--- src/rtl/game_step_scheduler_if.sv ---
// game_step_scheduler_if: raster position, game-logic handshake and grid-ownership bundle
interface game_step_scheduler_if #(
  parameter int BIT        = 10,
  parameter int STEP_CNT_W = 8
);
  logic [BIT-1:0]        x_pos;
  logic [BIT-1:0]        y_pos;
  logic [3:0]            speed;
  logic                  pause;
  logic                  step_done;
  logic                  overrun_clr;
  logic                  frame_tick;
  logic                  step_start;
  logic                  game_grant;
  logic                  render_grant;
  logic                  overrun;
  logic [STEP_CNT_W-1:0] step_cnt;
  modport master (
    output x_pos, y_pos, speed, pause, step_done, overrun_clr,
    input  frame_tick, step_start, game_grant, render_grant, overrun, step_cnt
  );
  modport slave (
    input  x_pos, y_pos, speed, pause, step_done, overrun_clr,
    output frame_tick, step_start, game_grant, render_grant, overrun, step_cnt
  );
endinterface

--- src/rtl/game_step_scheduler.sv ---
// game_step_scheduler: paces game steps per frame and grants grid memory to game logic during vblank
module game_step_scheduler #(
  parameter int BIT        = 10,
  parameter int HRES       = 640,
  parameter int VRES       = 480,
  parameter int H_TOTAL    = 800,
  parameter int V_TOTAL    = 525,
  parameter int STEP_CNT_W = 8
) (
  input logic                  clk,
  input logic                  rst_n,
  game_step_scheduler_if.slave bus
);
  typedef enum logic [1:0] {IDLE, RUN, STALL} state_t;
  if (HRES >= H_TOTAL || VRES >= V_TOTAL) begin : g_bad_geom
    $error("visible area must be smaller than the total raster");
  end
  state_t                state_q, state_d;
  logic [3:0]            frame_cnt_q, frame_cnt_d;
  logic                  frame_tick_q, frame_tick_d;
  logic                  step_start_q, step_start_d;
  logic                  game_grant_q, game_grant_d;
  logic                  overrun_q, overrun_d;
  logic [STEP_CNT_W-1:0] step_cnt_q, step_cnt_d;
  logic                  vs, we, due;
  logic [3:0]            spd;
  assign vs  = bus.x_pos == BIT'(0) && bus.y_pos == BIT'(VRES);
  assign we  = bus.x_pos == BIT'(H_TOTAL - 1) && bus.y_pos == BIT'(V_TOTAL - 1);
  assign spd = (bus.speed == 4'd0) ? 4'd1 : bus.speed;
  // >= rather than == so a speed reduction never strands frame_cnt above the new period
  assign due = frame_cnt_q >= spd - 4'd1;
  always_comb begin
    state_d      = state_q;
    frame_cnt_d  = frame_cnt_q;
    frame_tick_d = vs;
    step_start_d = 1'b0;
    game_grant_d = game_grant_q;
    overrun_d    = overrun_q & ~bus.overrun_clr;
    step_cnt_d   = step_cnt_q;
    case (state_q)
      IDLE: if (vs && !bus.pause) begin
        frame_cnt_d  = due ? 4'd0 : frame_cnt_q + 4'd1;
        step_start_d = due;
        game_grant_d = due;
        state_d      = due ? RUN : IDLE;
      end
      RUN: if (bus.step_done) begin
        game_grant_d = 1'b0;
        step_cnt_d   = step_cnt_q + 1'b1;
        state_d      = IDLE;
      end else if (we) begin
        game_grant_d = 1'b0;
        overrun_d    = 1'b1;
        state_d      = STALL;
      end
      STALL: if (vs) begin
        game_grant_d = 1'b1;
        state_d      = RUN;
      end
      default: state_d = IDLE;
    endcase
  end
  always_ff @(posedge clk) begin
    if (!rst_n) begin
      state_q      <= IDLE;
      frame_cnt_q  <= '0;
      frame_tick_q <= 1'b0;
      step_start_q <= 1'b0;
      game_grant_q <= 1'b0;
      overrun_q    <= 1'b0;
      step_cnt_q   <= '0;
    end else begin
      state_q      <= state_d;
      frame_cnt_q  <= frame_cnt_d;
      frame_tick_q <= frame_tick_d;
      step_start_q <= step_start_d;
      game_grant_q <= game_grant_d;
      overrun_q    <= overrun_d;
      step_cnt_q   <= step_cnt_d;
    end
  end
  assign bus.frame_tick   = frame_tick_q;
  assign bus.step_start   = step_start_q;
  assign bus.game_grant   = game_grant_q;
  assign bus.render_grant = ~game_grant_q;
  assign bus.overrun      = overrun_q;
  assign bus.step_cnt     = step_cnt_q;
endmodule

--- src/flat_wrapper.sv ---
// flat-port wrapper written by rule: the top's interface ports become plain ports
module game_step_scheduler_flat 
#(
  parameter int BIT        = 10,
  parameter int HRES       = 640,
  parameter int VRES       = 480,
  parameter int H_TOTAL    = 800,
  parameter int V_TOTAL    = 525,
  parameter int STEP_CNT_W = 8
)
  (clk, rst_n, bus_x_pos, bus_y_pos, bus_speed, bus_pause, bus_step_done, bus_overrun_clr, bus_frame_tick, bus_step_start, bus_game_grant, bus_render_grant, bus_overrun, bus_step_cnt);
  game_step_scheduler_if #(.BIT(BIT), .STEP_CNT_W(STEP_CNT_W)) bus_i ();
  input logic clk;
  input logic rst_n;
  input wire logic [$bits(bus_i.x_pos)-1:0] bus_x_pos;
  input wire logic [$bits(bus_i.y_pos)-1:0] bus_y_pos;
  input wire logic [$bits(bus_i.speed)-1:0] bus_speed;
  input wire logic [$bits(bus_i.pause)-1:0] bus_pause;
  input wire logic [$bits(bus_i.step_done)-1:0] bus_step_done;
  input wire logic [$bits(bus_i.overrun_clr)-1:0] bus_overrun_clr;
  output wire logic [$bits(bus_i.frame_tick)-1:0] bus_frame_tick;
  output wire logic [$bits(bus_i.step_start)-1:0] bus_step_start;
  output wire logic [$bits(bus_i.game_grant)-1:0] bus_game_grant;
  output wire logic [$bits(bus_i.render_grant)-1:0] bus_render_grant;
  output wire logic [$bits(bus_i.overrun)-1:0] bus_overrun;
  output wire logic [$bits(bus_i.step_cnt)-1:0] bus_step_cnt;
  assign bus_i.x_pos = bus_x_pos;
  assign bus_i.y_pos = bus_y_pos;
  assign bus_i.speed = bus_speed;
  assign bus_i.pause = bus_pause;
  assign bus_i.step_done = bus_step_done;
  assign bus_i.overrun_clr = bus_overrun_clr;
  assign bus_frame_tick = bus_i.frame_tick;
  assign bus_step_start = bus_i.step_start;
  assign bus_game_grant = bus_i.game_grant;
  assign bus_render_grant = bus_i.render_grant;
  assign bus_overrun = bus_i.overrun;
  assign bus_step_cnt = bus_i.step_cnt;
  game_step_scheduler #(.BIT(BIT), .HRES(HRES), .VRES(VRES), .H_TOTAL(H_TOTAL), .V_TOTAL(V_TOTAL), .STEP_CNT_W(STEP_CNT_W)) u_core (.clk(clk), .rst_n(rst_n), .bus(bus_i));
endmodule
--- config.mk ---
export PLATFORM = sky130hd
export DESIGN_NAME = game_step_scheduler_flat
export DESIGN_NICKNAME = d
export VERILOG_FILES = /design/src/rtl/game_step_scheduler_if.sv /design/src/rtl/game_step_scheduler.sv /design/src/flat_wrapper.sv
export SDC_FILE = /design/constraint.sdc
export NUM_CORES = 1
export LEC_CHECK = 0
export CORE_ASPECT_RATIO = 1.4
export CORE_MARGIN = 5
export CORE_UTILIZATION = 44
export DETAILED_ROUTE_END_ITERATION = 10
export PLACE_DENSITY = 0.79
export RECOVER_POWER = 100
export SLEW_MARGIN = 20
export SYNTH_ARGS = -nofsm -noshare
export SYNTH_HDL_FRONTEND = slang
export SYNTH_SLANG_ARGS = --single-unit
--- constraint.sdc ---
create_clock -name clk -period 4.1 [get_ports clk]
set_input_delay 1.23 -clock clk [delete_from_list [all_inputs] [get_ports clk]]
set_output_delay 1.23 -clock clk [all_outputs]
set_load 0.02 [all_outputs]
==> results.py, run 1 <==
metrics = {
    "status": {
        "status": "completed",
    },
    "setup_path": {
        "cpMostUsedCell": "ha_1",
        "path_class": "in -> reg",
        "cp-start-kind": "primary input",
        "setup.worst_path.end_class": "flip-flop",
        "r2r_slack_ns": 2.00,
        "crit_fanout": 7,
        "max_stage_delay_ns": 0.58,
        "critical_path.top_delay_family": "simple AND/OR/NAND/NOR gates",
        "crit_slowest_cell": "dlygate4sd3_1",
        "cp.arrival_ns": 4.01,
        "crit_chain": "dlygate4sd3_1 > nor3_1 > nor2_1 > ha_1 > xnor2_1 > ha_1 > a21oi_1 > o21ai_0 > a21o_1 > or2_0 > or3b_1 > a21boi_0",
        "crit_buf_inv": 1,
        "crit_required_ns": 4.33,
    },
    "power_and_ir_drop": {
        "ir_worst_vdd_v": 0.0001624,
        "finalPower_mw": 0.3649,
        "p_leak_nw": 0.6307,
        "power_per_cell_area_nw_per_um2": 227.3,
    },
    "drt": {
        "viasPerCell": 5.105,
        "wire_per_inst_um": 12.68,
        "route.vias.total": 1067,
        "drc": 0,
        "drt-initial-drc-count": 9,
        "ant_nets": 0,
        "first_pass_iters": 4,
        "drt_wl_total_um": 2650,
    },
    "clocking": {
        "cts_hold_buf": 0,
        "htreeDepth": 1,
        "cts_sinks": 18,
        "clockRootBuffer": "clkbuf_4",
        "clk_pin_slew_ns": 0.10,
        "post_cts_resized": 0,
        "cts_max_path_buffers": 2,
        "numCtsBuffers": 3,
        "cts_setup_buffers": 0,
        "clk_latency_ns": 0.30,
        "cts_tree": "done",
    },
    "global_routing": {
        "grt_pass1_vias": 1078,
        "grt_pass1_wl_um": 4471,
        "antenna_found_initial": 0,
        "grt_start_max_net_pins": 21,
        "overflow": 0,
        "grt_usage_pct": 15.57,
    },
    "synth": {
        "synth-async-reset-ratio_pct": 0,
        "avgSynthCellArea_um2": 8.607,
        "synth_area_um2": 1136,
        "ys_seq_area_share_pct": 31.72,
        "synthFlopType": "dfxtp_1",
        "synth_warnings": 0,
        "synthCells": 132,
        "synth_edf_count": 0,
        "synthDistinctLibCells": 36,
        "synth-seq-cells": 18,
        "synth_nets": 172,
    },
    "timing": {
        "fin_crit_sh_pct": 92.11,
        "rsz0062_at_grt": "no",
        "hold_slack_ns": 0.5028,
        "relSlewSlack_pct": 59.88,
        "hold_viol": 0,
        "clock.fmax_mhz": 264.8,
        "report.final.slew_viol_count": 0,
        "tightest_slew_ns": 0.5998,
        "clock_skew_ns": 0.004165,
        "min_period_ns": 3.777,
        "setup_violations": 0,
        "setup_tns_ns": 0,
    },
    "floorplanning": {
        "placementRows": 21,
        "core_um2": 2444,
        "start_util_pct": 46.49,
        "io_pins": 42,
        "dieArea_um2": 3713,
        "die_height_um": 70.13,
        "die_w_um": 52.95,
    },
    "worst_hold_path": {
        "holdCritPathClass": "reg -> reg",
    },
    "job": {
        "max-cap-violations": 0,
    },
    "place": {
        "io_buffers": 41,
        "place.gp.congestion": 0.7484,
        "hpwl_um": 2180,
    },
    "final_layout": {
        "drive_gt1_share_pct": 5.143,
        "n_antenna_cell": 0,
        "syn2layout_area_growth_pct": 41.30,
        "final_util_pct": 65.69,
        "layout.nets": 216,
    },
}
[cell usage after synthesis (all sizes together) (2+ instances only)]
library cell	number	share of area [%]
nor4b	2	2.1
xnor2	7	5.4
dfxtp	18	32
or4	2	1.3
o21ai	5	2.2
o31ai	2	1.3
a21oi	2	0.88
nand3	7	3.1
inv	10	3.3
or3	3	1.8
nor3	3	1.3
clkbuf	2	0.66
a21boi	5	3.3
nor4	2	2.2
or2	2	1.1
ha	11	12
a41o	2	1.8
nand2	10	3.3
and2	8	4.4
nor2	7	2.3
nand4	5	2.8
nor2b	7	3.9
[per-stage QoR]
step                area, um^2  setup WS (ns)  cells
floorplan                 1136         0.8514    132
CTS                       1618         0.4755    209
global route              1605         0.1681    209
detailed placement        1582         0.1548    205
finish                    1605         0.3234    209
global placement          1582         0.3294    205
[cell type report]
type                       count  area [um^2]
clock buffer                   4        36.28
fill                         226        838.3
inverter                      10        37.54
multi-input combinational    102        718.2
sequential                    18        360.3
tap                           34        42.54
timing repair buffer          41        410.4
[sequential cells by signal (all words and copies together) (netlist names)]
signal / cells
u_core.bus.step_cnt: 8
u_core.frame_cnt_q: 4
u_core.state_q: 2
u_core.bus.frame_tick: 1
u_core.bus.game_grant: 1
u_core.bus.overrun: 1
u_core.bus.step_start: 1
[cells in the final DEF, fill, tap and decap left out, types with 4 or more instances in the layout]
| master | netlist | layout |
|---|---|---|
| xnor2_1 | 7 | 7 |
| a21boi_0 | 3 | 5 |
| and2_1 | 8 | 4 |
| nand3_1 | 7 | 7 |
| clkdlybuf4s50_1 | 0 | 24 |
| inv_1 | 10 | 10 |
| o21ai_0 | 5 | 5 |
| nor2b_1 | 7 | 7 |
| and2_0 | 0 | 4 |
| dlygate4sd3_1 | 0 | 17 |
| dfxtp_1 | 18 | 18 |
| nand2_1 | 10 | 10 |
| ha_1 | 11 | 11 |
| nor2_1 | 7 | 7 |
| nand4_1 | 5 | 5 |
[power by group]
| part | switching (mW) | internal [mW] | total, mW |
|---|---|---|---|
| clock network | 0.0569 | 0.0542 | 0.111 |
| registers | 0.00302 | 0.177 | 0.180 |
| logic | 0.0304 | 0.0429 | 0.0733 |
| total | 0.0904 | 0.274 | 0.365 |
[worst register-to-register path, stage by stage (launching register included)]
cell and delay, ns:
dfxtp_1 0.35, inv_1 0.12, ha_1 0.23, or4b_4 0.51
or2_0 0.26, or3b_1 0.38, a21boi_0 0.16
[final timing paths]
path	depth (start not counted)	start	to
max	12	bus_speed[2]	u_core.frame_cnt_q[2]$_SDFFE_PN0P_
max reg2reg	6	u_core.state_q[1]$_SDFFE_PN0P_	u_core.frame_cnt_q[2]$_SDFFE_PN0P_
min reg2reg	2	u_core.bus.step_cnt[1]$_SDFFE_PN0P_	u_core.bus.step_cnt[1]$_SDFFE_PN0P_
min	2	u_core.bus.step_cnt[1]$_SDFFE_PN0P_	u_core.bus.step_cnt[1]$_SDFFE_PN0P_
[cell families after synthesis]
family,synth area share (%)
simple gates,32.82
compound gates,13.00
xor+xnor,5.397
mux,0.9911
flops,31.72
fa+ha+maj,12.11
buf+inv,3.965
[routing by layer]
metal | wire length [um] | track usage, %
met4 | 43 | 5.966
met1 | 1055 | 16.49
met2 | 1440 | 28.59
met5 | 0 | 0
met3 | 110 | 3.191
(Power assumes the default switching activity.)
==> run 2: changes to the inputs <==
- GPL_ROUTABILITY_DRIVEN: default -> 0
- SLEW_MARGIN: 20 -> default
==> results of run 2 <==
No change in the layout: final DEF, timing and power equal those of run 1.
